`src/rtl/conversor_bcd_binario.sv`:
```
// rtl/conversor_bcd_binario.sv - sequential BCD-to-binary converter (reverse double-dabble, one bit per cycle)
// Optional macro BCD_DIGIT_CHECK_EN: reject requests holding a digit > 9 with erro_digito.
module conversor_bcd_binario #(
   parameter int DIGITOS_DECIMAIS = 4,
   parameter int LARGURA_SAIDA    = 14
) (
   input  logic                          clk,
   input  logic                          reset_n,
   input  logic [4*DIGITOS_DECIMAIS-1:0] entrada_bcd,
   input  logic                          iniciar,
   output logic [LARGURA_SAIDA-1:0]      saida_binaria,
   output logic                          dados_validos,
   output logic                          ocupado,
   output logic                          erro_digito
);
   localparam int LB = 4 * DIGITOS_DECIMAIS;
   localparam int LC = $clog2(LARGURA_SAIDA + 1);

   typedef enum logic [1:0] {OCIOSO, CONVERTENDO, CONCLUIDO} estado_t;

   estado_t                   estado;
   logic [LB-1:0]             bcd;
   logic [LB-1:0]             bcd_prox;
   logic [LARGURA_SAIDA-1:0]  bin;
   logic [LARGURA_SAIDA-1:0]  bin_prox;
   logic [LB+LARGURA_SAIDA-1:0] deslocado;
   logic [LC-1:0]             contador;

   // Shift the whole work register right, then pull every digit >= 8 back by 3
   always_comb begin
      deslocado = {bcd, bin} >> 1;
      bin_prox  = deslocado[LARGURA_SAIDA-1:0];
      bcd_prox  = deslocado[LB+LARGURA_SAIDA-1:LARGURA_SAIDA];
      for (int i = 0; i < DIGITOS_DECIMAIS; i++) begin
         if (bcd_prox[4*i +: 4] >= 4'd8)
            bcd_prox[4*i +: 4] = bcd_prox[4*i +: 4] - 4'd3;
      end
   end

`ifdef BCD_DIGIT_CHECK_EN
   logic digito_invalido;

   always_comb begin
      digito_invalido = 1'b0;
      for (int i = 0; i < DIGITOS_DECIMAIS; i++) begin
         if (entrada_bcd[4*i +: 4] > 4'd9)
            digito_invalido = 1'b1;
      end
   end
`else
   assign erro_digito = 1'b0;
`endif

   always_ff @(posedge clk) begin
      if (!reset_n) begin
         estado        <= OCIOSO;
         bcd           <= '0;
         bin           <= '0;
         contador      <= '0;
         saida_binaria <= '0;
         dados_validos <= 1'b0;
         ocupado       <= 1'b0;
`ifdef BCD_DIGIT_CHECK_EN
         erro_digito   <= 1'b0;
`endif
      end else begin
         case (estado)
            OCIOSO: begin
               dados_validos <= 1'b0;
               if (iniciar) begin
                  ocupado  <= 1'b1;
                  bcd      <= entrada_bcd;
                  bin      <= '0;
                  contador <= LC'(LARGURA_SAIDA);
`ifdef BCD_DIGIT_CHECK_EN
                  if (digito_invalido) begin
                     estado        <= CONCLUIDO;
                     saida_binaria <= '0;
                     erro_digito   <= 1'b1;
                     dados_validos <= 1'b1;
                  end else begin
                     estado <= CONVERTENDO;
                  end
`else
                  estado <= CONVERTENDO;
`endif
               end
            end
            CONVERTENDO: begin
               bcd      <= bcd_prox;
               bin      <= bin_prox;
               contador <= contador - LC'(1);
               // Last shift: publish the freshly shifted binary part on this same edge
               if (contador == LC'(1)) begin
                  estado        <= CONCLUIDO;
                  saida_binaria <= bin_prox;
                  dados_validos <= 1'b1;
`ifdef BCD_DIGIT_CHECK_EN
                  erro_digito   <= 1'b0;
`endif
               end
            end
            CONCLUIDO: begin
               estado        <= OCIOSO;
               dados_validos <= 1'b0;
               ocupado       <= 1'b0;
            end
            default: begin
               estado        <= OCIOSO;
               dados_validos <= 1'b0;
               ocupado       <= 1'b0;
            end
         endcase
      end
   end
endmodule

```
`config.mk`:
```
export PLATFORM = sky130hd
export DESIGN_NAME = conversor_bcd_binario
export DESIGN_NICKNAME = d
export VERILOG_FILES = /design/src/rtl/conversor_bcd_binario.sv
export SDC_FILE = /design/constraint.sdc
export NUM_CORES = 1
export LEC_CHECK = 0
export BUFFER_PORTS_ARGS = -buffer_cell sky130_fd_sc_hd__buf_4
export CELL_PAD_IN_SITES_DETAIL_PLACEMENT = 0
export CELL_PAD_IN_SITES_GLOBAL_PLACEMENT = 1
export CORE_AREA = 3 3 80 82
export DETAILED_ROUTE_END_ITERATION = 7
export DIE_AREA = 0 0 83 85
export PLACE_DENSITY = 0.83
export SYNTH_ARGS = -nofsm -noshare
export SYNTH_HDL_FRONTEND = slang
export SYNTH_SLANG_ARGS = --single-unit
```
`constraint.sdc`:
```
create_clock -name clk -period 2.89 [get_ports clk]
set_clock_uncertainty 0.15 [all_clocks]
set_input_delay 0.1445 -clock clk [delete_from_list [all_inputs] [get_ports clk]]
set_output_delay 0.1445 -clock clk [all_outputs]
set_load 0.1 [all_outputs]
```
# == Yosys cells after proc, flatten, opt, wreduce, memory -nomap -nowiden ==
# Index checks and enable logic that the tools add are counted.
# classes
magnitude_cmp,4
add_sub_neg,5
mux,15
n_bitwise,1
div_mod_pow,0
eq_ne,4
n_mul,0
shift,0
n_reduce_logical,7
# op_table
op,count
case mux 16 bit (2 select lines),1
case mux 14 bit (2 select lines),1
2-to-1 mux 4 bit,5
2-to-1 mux 16 bit,1
2-to-1 mux 14 bit,1
greater-or-equal comparator 4 bit (second input constant),3
subtractor 4 x 2 -> 4 bit (second input constant),3
AND reduction 2 bit,5
case mux 4 bit (2 select lines),1
equality test 4 x 1 -> 1 bit (second input constant),1
greater-or-equal comparator 3 x 4 -> 1 bit (second input constant),1
2-to-1 mux 2 bit,2
!= test 2 bit (second input constant),2
case mux 2 bit (2 select lines),1
subtractor 3 x 2 -> 4 bit (second input constant),1
subtractor 4 x 1 -> 4 bit (second input constant),1
equality test 2 x 1 -> 1 bit (second input constant),1
zero test 2 bit,1
case mux 1 bit (2 select lines),1
nonzero test 2 bit,1
2-to-1 mux 1 bit,1
NOT 1 bit,1
# word_totals
regBits,52
elab_cells,43
latchBits,0
mem_bits_rw,0
mem_count,0
romBits,0

# == Logic depth before layout (Yosys ltp) ==
# Gate-level depths: netlist of the first run.
# depth
ltp_word,3
ltp_mapped,6

# == Worst setup path before layout of the first run ==
# Ideal clock, no wire load.
# synth_timing
path_kind,register to register
start,reg contador[0]
end,reg saida_binaria[0]
t_arrival_ns,1.389
path_buffers,1
synth_period_minus_slack_ns,1.611
path_slack_ns,1.279
stages_incl_launch_ff,6
cell_sequence,dfxtp_1 > ha_1 > or3b_4 > nor2_8 > buf_12 > mux2i_1
# synth_between
elab_chain_len,2
# synth_lines
item,line_no,text
"start, declared",27,logic [LC-1:0] contador;
"start signal, assigned",74,contador <= LC'(LARGURA_SAIDA);
"start signal, assigned",92,contador <= contador - LC'(1);
equality test 4 x 1 -> 1 bit,94,if (contador == LC'(1)) begin
AND reduction 2 bit (no source line),--,
"end signal, assigned",96,saida_binaria <= bin_prox;
"end, declared",11,"output logic [LARGURA_SAIDA-1:0] saida_binaria,"
# No other way between the ends.
# A chain may end at the register's enable or synchronous reset.

# == Final worst setup path of the first run ==
# layout_timing
start,reg estado[1]
end,reg bcd[6]
# layout_between
elab_chain_len,3
word_cells_on_any_way,6
classes_between,2 x eq/ne; 1 x mux; 3 x reduce/logical
# layout_lines
item,line_no,text
"start, declared",21,estado_t estado;
"start signal, assigned",56,estado <= OCIOSO;
"start signal, assigned",85,estado <= CONVERTENDO;
"start signal, assigned",95,estado <= CONCLUIDO;
equality test 2 x 1 -> 1 bit or zero test 2 bit (tied branches),67,case (estado)
nonzero test 2 bit (no source line) or != test 2 bit (tied branches),--,
AND reduction 2 bit (no source line),--,
"end signal, assigned",72,bcd <= entrada_bcd;
"end signal, assigned",90,bcd <= bcd_prox;
"end, declared",22,logic [LB-1:0] bcd;
# Parallel ways exist; a longest one is shown, timed or not.

==> results of run 1 <==
## per-layer routing
layer / vias to the layer above / routed length (um)
met5: - / 0
met4: 0 / 42
met1: 798 / 2260
li1: 892 / -
met2: 35 / 2130
met3: 5 / 201
## layout make-up
cell class | count | area share
Multi-Input combinational cell | 156 | 0.420
Inverter | 13 | 0.0182
Tap cell | 75 | 0.0350
Clock inverter | 3 | 0.00888
Sequential cell | 51 | 0.381
Timing Repair Buffer | 39 | 0.111
Clock buffer | 5 | 0.0257
## registers in the layout, summed over array words and instances (netlist names)
signal         cells
estado             2
bcd               16
bin               13
saida_binaria     14
contador           4
dados_validos      1
ocupado            1
## cells by family after synthesis
logic type	count (synthesis)
AOI/OAI and AO/OA	57
xor gates and xnor gates	6
adders and majority gates	8
buffers and inverters	30
DFF	51
muxes	17
other	1
and+or+nand+nor	67
## placed cells by master (no fill, tap or decap), types with 4 or more instances in the layout
| cell type | n |
|---|---|
| a221oi_1 | 4 |
| ha_1 | 8 |
| nor2_1 | 13 |
| a22o_1 | 13 |
| inv_1 | 12 |
| nor2b_1 | 4 |
| xnor2_1 | 6 |
| dfxtp_1 | 51 |
| nand3_1 | 7 |
| mux2i_1 | 14 |
| a211oi_1 | 8 |
| buf_4 | 37 |
| a21oi_1 | 7 |
| nand2_1 | 30 |
| o21ai_0 | 4 |
| clkbuf_8 | 5 |
| a32oi_1 | 4 |
## worst max-delay path, delay by kind of cell (launching register included)
kind / cells / cell delay, ns
flops: 1 / 0.47
compound gates: 1 / 0.25
buf+inv: 1 / 0.24
simple gates: 2 / 0.60
## metrics by stage
stage | worst slack (ns) | power (mW) | util
after floorplan | 1.28 | 0.947 | -
final | 1.10 | 1.40 | 0.460
after detailed placement | 1.12 | 1.00 | 0.441
after CTS | 1.08 | 1.42 | 0.460
after global placement | 1.12 | 0.998 | 0.441
after global routing | 0.949 | 1.48 | 0.460
## worst max path at each step
| stage | depth (start not counted) | endpoint | slack, ns |
|---|---|---|---|
| after floorplan | 5 | saida_binaria[0] | 1.28 |
| after global placement | 4 | bcd[2] | 1.12 |
| after detailed placement | 4 | bcd[2] | 1.12 |
| after CTS | 4 | bcd[6] | 1.08 |
| after global routing | 4 | bcd[6] | 0.95 |
| final | 4 | bcd[6] | 1.10 |
## where the power goes
part           switching, mW  internal (mW)
clock                  0.243          0.173
sequential            0.0339          0.735
combinational          0.120         0.0979
==> impl_metrics.csv, run 1 <==
group,metric,value,unit
run_status,result_of_the_run,"completed",
job,cap_violations,0,
routing,dr.pass1.iters,4,
place,io_buffers,34,
worst_setup_path,crit_chain,"nor2b_1 > buf_4 > nand2_1 > o221ai_1",
routing,detail_route.iter0.violations,64,
final_layout,finish.net_count,293,
worst_setup_path,cpPeakStageDelay,0.47,ns
power_and_ir_drop,vdd.ir_drop.worst,236,uV
floorplanning,floorplan.initialDensity,0.395,
cts,tritoncts_num_sinks,51,
cts,cts_post_setup_buffers_inserted,0,
final_layout,final.fill_count,600,
sta,final.hold.worst_slack,0.0126,ns
place,place_inst,332,
yosys,asyncSetResetFlopFracSynth,0,
worst_setup_path,end_kind,"register",
routing,route.detailed.drc,0,
yosys,synth-simple-area-share,0.147,
final_layout,post_layout_nonfiller_instances,342,
worst_setup_path,critPathRequiredTime,2.95,ns
grt,track_usage,0.135,
worst_setup_path,crit_start,"estado[1]",
worst_setup_path,crit_type,"reg -> reg",
sta,setup_total_negative_slack,0,ns
grt,globalRouteMet3Util,0.0340,
worst_setup_path,r2r-start,"estado[1]",
cts,number_of_buffers_created_by_cts,5,
sta,post-route-period-util,0.621,
grt,grt_busiest_layer,"met2",
floorplanning,floorplan.die_area,0.00706,mm^2
place,hpwl,3.17,mm
yosys,share_of_synthesized_cell_area_in_full_adder_half_adder_and_majority_cells,0.0436,
place,gp_congestion,0.772,
sta,report.final.slew_viol_count,0,
worst_hold_path,hold_path_depth,3,
yosys,postSynth.topFlopCell,"dfxtp_1",
final_layout,finalInstanceArea,0.00268,mm^2
yosys,synth_commonest_cells,"51 x dfxtp_1, 30 x nand2_1, 14 x mux2i_1",
yosys,yosys.cell_count.top_type,"dfxtp_1",
floorplanning,ioPinCount,36,
cts,cts-resized-gates,0,
power_and_ir_drop,powerDensity,524,mW/mm^2
yosys,synth_top_family_by_area,"compound AO/OA/AOI/OAI gates",
sta,layout_min_cycle_time,1.79,ns
place,dpl-instance-area,0.00256,mm^2
yosys,postSynthRegisterBits,51,
yosys,syn-num-nets,264,
grt,antenna_violations_before_repair,0,
final_layout,multi_input_comb_area,0.00112,mm^2
yosys,synth_compound_gate_area_share,0.198,
cts,clk_root_buffer_cell,"clkbuf_8",
sta,highest_achievable_clock_rate,558,MHz
sta,final_hold_viol_count,0,
grt,globalRouteMet1Util,0.176,
final_layout,area_growth_syn_to_layout,16.7,%
worst_hold_path,hold_path.startpoint,"entrada_bcd[4]",
grt,first_global_vias,1642,
sta,rsz_0062_raised_after_global_routing,"no",
yosys,muxShareOfSynthArea,0.0758,
worst_hold_path,holdPathEnd,"bcd[4]",
cts,postCtsHoldBufs,2,
floorplanning,dieWidth,83,um
yosys,xor_xnor_portion_of_the_synthesized_cell_area,0.0229,
grt,grt_overflow,0,
worst_setup_path,rrSetupSlack,1.10,ns
routing,via_count,1730,
worst_setup_path,timing.rr.end,"bcd[6]",
cts,tritoncts,"done",
yosys,avgSynthCellArea,9.68,um^2
worst_setup_path,worst_setup_path_start_kind,"register",
routing,post_drt_via_cell_ratio,5.06,
yosys,synthTopCellsByArea,"dfxtp_1 44%, mux2i_1 6.1%, a22o_1 5.0%",
worst_setup_path,reg2reg_depth,4,
floorplanning,rows,28,
worst_hold_path,min_path_type,"in -> reg",
floorplanning,floorplan.core_area,0.00582,mm^2
power_and_ir_drop,leakagePower,1.09,nW
yosys,edff_count_synth,0,
yosys,yosysSeqAreaShare,0.445,
grt,grt_max_degree,43,
yosys,yosysWarningCount,0,
yosys,post_synth_inst_count,237,
cts,worstSkewPairLatency,0.30,ns
yosys,netlist-cell-type-count,39,
sta,setup_viol,0,
yosys,mappedNetlistArea,0.00229,mm^2
cts,ctsHtreeMaxLevel,2,
routing,totalWireLength,4.63,mm
final_layout,diodes,0,
yosys,synth_top_area_frac,0.445,
final_layout,drive_gt1_frac,0.213,
cts,max-clock-path-buffers,2,
routing,postRouteAntennaNets,0,
worst_setup_path,arrival,1.86,ns
yosys,yosys.area.top_type,"dfxtp_1",
routing,routedWlPerCell,13.5,um
sta,worst_tran_pin_value,0.699,ns
worst_setup_path,cpMaxStageDelayCell,"dfxtp_1",
final_layout,ff_latch_area,0.00102,mm^2
cts,clk_transition_reported_paths,0.09,ns
grt,first_pass_grt_wire_length,7.87,mm
sta,max_slew_margin,0.534,
worst_setup_path,cp_max_fo,15,
grt,met2_track_utilization_from_global_routing,0.223,
floorplanning,die_height,85,um
No activity file was read; power rests on OpenSTA's default activity.
==> inputs of run 2 (changes only) <==
- CORE_AREA: 3 3 80 82 -> 3 3 81 83
- DIE_AREA: 0 0 83 85 -> 0 0 84 86
- PLACE_DENSITY: 0.83 -> 0.84
- clock period: 2.89 -> 1.51 ns (I/O delays scaled with it)
==> impl_metrics.csv, run 2 (synthesis results as in run 1) <==
group,metric,value,unit
place,hpwl,3.71,mm
sta,setup_viol,14,
grt,grt_max_degree,27,
routing,routedWlPerCell,13.5,um
power_and_ir_drop,p_comb_frac,0.208,
worst_setup_path,dominant_delay_contributor_by_cell_family_on_the_critical_path,"simple AND/OR/NAND/NOR gates",
cts,clk_root_buffer_cell,"clkbuf_8",
floorplanning,floorplan.core_area,0.00592,mm^2
final_layout,max_flop_register,"bcd",
worst_setup_path,arrival,1.70,ns
worst_setup_path,timing.critical_path.buf_inv,2,
sta,post-route-period-util,1.06,
sta,report.final.slew_viol_count,0,
routing,postRouteAntennaNets,0,
power_and_ir_drop,internal_power,2.09,mW
grt,track_usage,0.149,
worst_setup_path,cpMaxStageDelayCell,"or3b_4",
worst_setup_path,end_kind,"register",
routing,post_drt_via_cell_ratio,4.98,
worst_setup_path,worst_setup_path_start_kind,"register",
sta,fin_worst_setup_slack,-0.0971,ns
final_layout,post_layout_nonfiller_instances,380,
cts,tritoncts,"done",
floorplanning,floorplan.initialDensity,0.388,
routing,route.detailed.drc,0,
power_and_ir_drop,power.share.switching,0.282,
cts,max-clock-path-buffers,2,
worst_setup_path,cpPeakStageDelay,0.41,ns
routing,dr.pass1.iters,4,
cts,clk_transition_reported_paths,0.09,ns
worst_setup_path,crit_start,"contador[1]",
worst_hold_path,min_path_type,"in -> reg",
power_and_ir_drop,power.clock.fraction,0.291,
run_status,result_of_the_run,"complete, but fails checks",
final_layout,finalCoreUtilization,0.527,
final_layout,finish.net_count,331,
grt,first_global_vias,1854,
power_and_ir_drop,leakagePower,1.30,nW
final_layout,largest_register_ff_count,16,
final_layout,most_frequent_standard_cell_in_the_layout_excluding_fill_and_tap_cells,"buf_4",
final_layout,top_regs,"bcd (16), saida_binaria (14), bin (13)",
cts,number_of_buffers_created_by_cts,5,
sta,final_hold_viol_count,0,
cts,tritoncts_num_sinks,51,
worst_setup_path,cp_max_fo,11,
worst_setup_path,crit_type,"reg -> reg",
sta,rsz_0062_raised_after_global_routing,"yes",
floorplanning,ioPinCount,36,
floorplanning,floorplan.die_area,0.00722,mm^2
power_and_ir_drop,flop_pwr_share,0.500,
place,gp_congestion,0.803,
final_layout,final.fill_count,544,
sta,layout_min_cycle_time,1.61,ns
sta,highest_achievable_clock_rate,622,MHz
floorplanning,rows,28,
worst_setup_path,crit_chain,"inv_2 > ha_4 > or3b_4 > nor2_8 > buf_12 > mux2i_1",
grt,antenna_violations_before_repair,0,
cts,ctsHtreeMaxLevel,2,
cts,worstSkewPairLatency,0.31,ns
grt,grt_overflow,0,
worst_setup_path,r2r-start,"contador[1]",
run_status,violations,"negative setup slack",
grt,first_pass_grt_wire_length,8.60,mm
final_layout,most-common-layout-cells,"65 x buf_4, 41 x dfxtp_1, 29 x nand2_1",
place,io_buffers,34,
routing,detail_route.iter0.violations,47,
final_layout,diodes,0,
job,cap_violations,0,
power_and_ir_drop,vdd.ir_drop.worst,651,uV
routing,via_count,1893,
power_and_ir_drop,switchingPower,0.821,mW
final_layout,area_growth_syn_to_layout,36.0,%
floorplanning,dieWidth,84,um
worst_setup_path,critPathRequiredTime,1.60,ns
worst_hold_path,hold_path.startpoint,"entrada_bcd[11]",
place,dp_slack,-0.157,ns
floorplanning,die_height,86,um
place,place_inst,361,
power_and_ir_drop,powerDensity,934,mW/mm^2
final_layout,drive_gt1_frac,0.377,
routing,totalWireLength,5.12,mm
## run 2: path summary, 6_finish.rpt
path / endpoint / slack [ns] / cells past startpoint
hold / removal: bcd[11] / 0.01 / 4
setup / recovery: saida_binaria[2] / -0.1 / 6
setup reg to reg: saida_binaria[2] / -0.1 / 6
hold reg to reg: saida_binaria[4] / 0.31 / 2
## run 2: layer usage
layer / wire length (um) / GRT usage / share of wire / up-vias
met5: 0 / 0 / 0 / -
met4: 56 / 0.0439 / 0.011 / 0
met3: 245 / 0.0346 / 0.048 / 7
met2: 2390 / 0.256 / 0.47 / 38
met1: 2420 / 0.187 / 0.47 / 879
li1: - / - / - / 969
## run 2: power groups by stage
stage	Clock (mW)	Combinational [mW]	Sequential, mW
2_1_floorplan	0	0.319	1.51
3_3_place_gp	0	0.541	1.48
3_5_place_dp	0	0.550	1.48
4_1_cts	0.868	0.578	1.45
5_1_grt	0.917	0.672	1.47
6_report	0.849	0.607	1.46
## run 2: cell type report
| cell class | instances | area [um^2] | share of cell area |
|---|---|---|---|
| clock buffer | 6 | 82.6 | 0.0265 |
| clock inverter | 2 | 15.0 | 0.00481 |
| inverter | 13 | 48.8 | 0.0156 |
| multi-input combinational | 156 | 1220 | 0.392 |
| sequential | 51 | 1040 | 0.333 |
| tap | 75 | 93.8 | 0.0301 |
| timing repair buffer | 77 | 619 | 0.198 |
## run 2: metrics by stage
| stage | power (mW) | hold WS (ns) | TNS (ns) | instance area, um^2 |
|---|---|---|---|---|
| 5_1_grt | 3.05 | 0.0289 | -1.71 | 3120 |
| 6_report | 2.91 | 0.0103 | -0.979 | 3120 |
| 3_3_place_gp | 2.02 | 0.194 | -2.17 | 2840 |
| 3_5_place_dp | 2.03 | 0.202 | -3.70 | 2840 |
| 2_1_floorplan | 1.83 | 0.0977 | -0.349 | 2340 |
| 4_1_cts | 2.90 | 0.00386 | -1.05 | 3050 |
## run 2: worst register-to-register path, stage by stage, from the launching register on
cell and delay, ns:
dfxtp_2 0.34, inv_2 0.07, ha_4 0.12, or3b_4 0.41, nor2_8 0.11, buf_12 0.15
mux2i_1 0.19
## run 2: what timing repair did
action / CTS / global route
pin swaps: 1 / 9
hold buffers: 9 / 1
hold endpoints to repair: 9 / 1
resized for setup: 7 / 16
setup endpoints to repair: 45 / 25
gates cloned: 0 / 0
setup buffers: 1 / 0
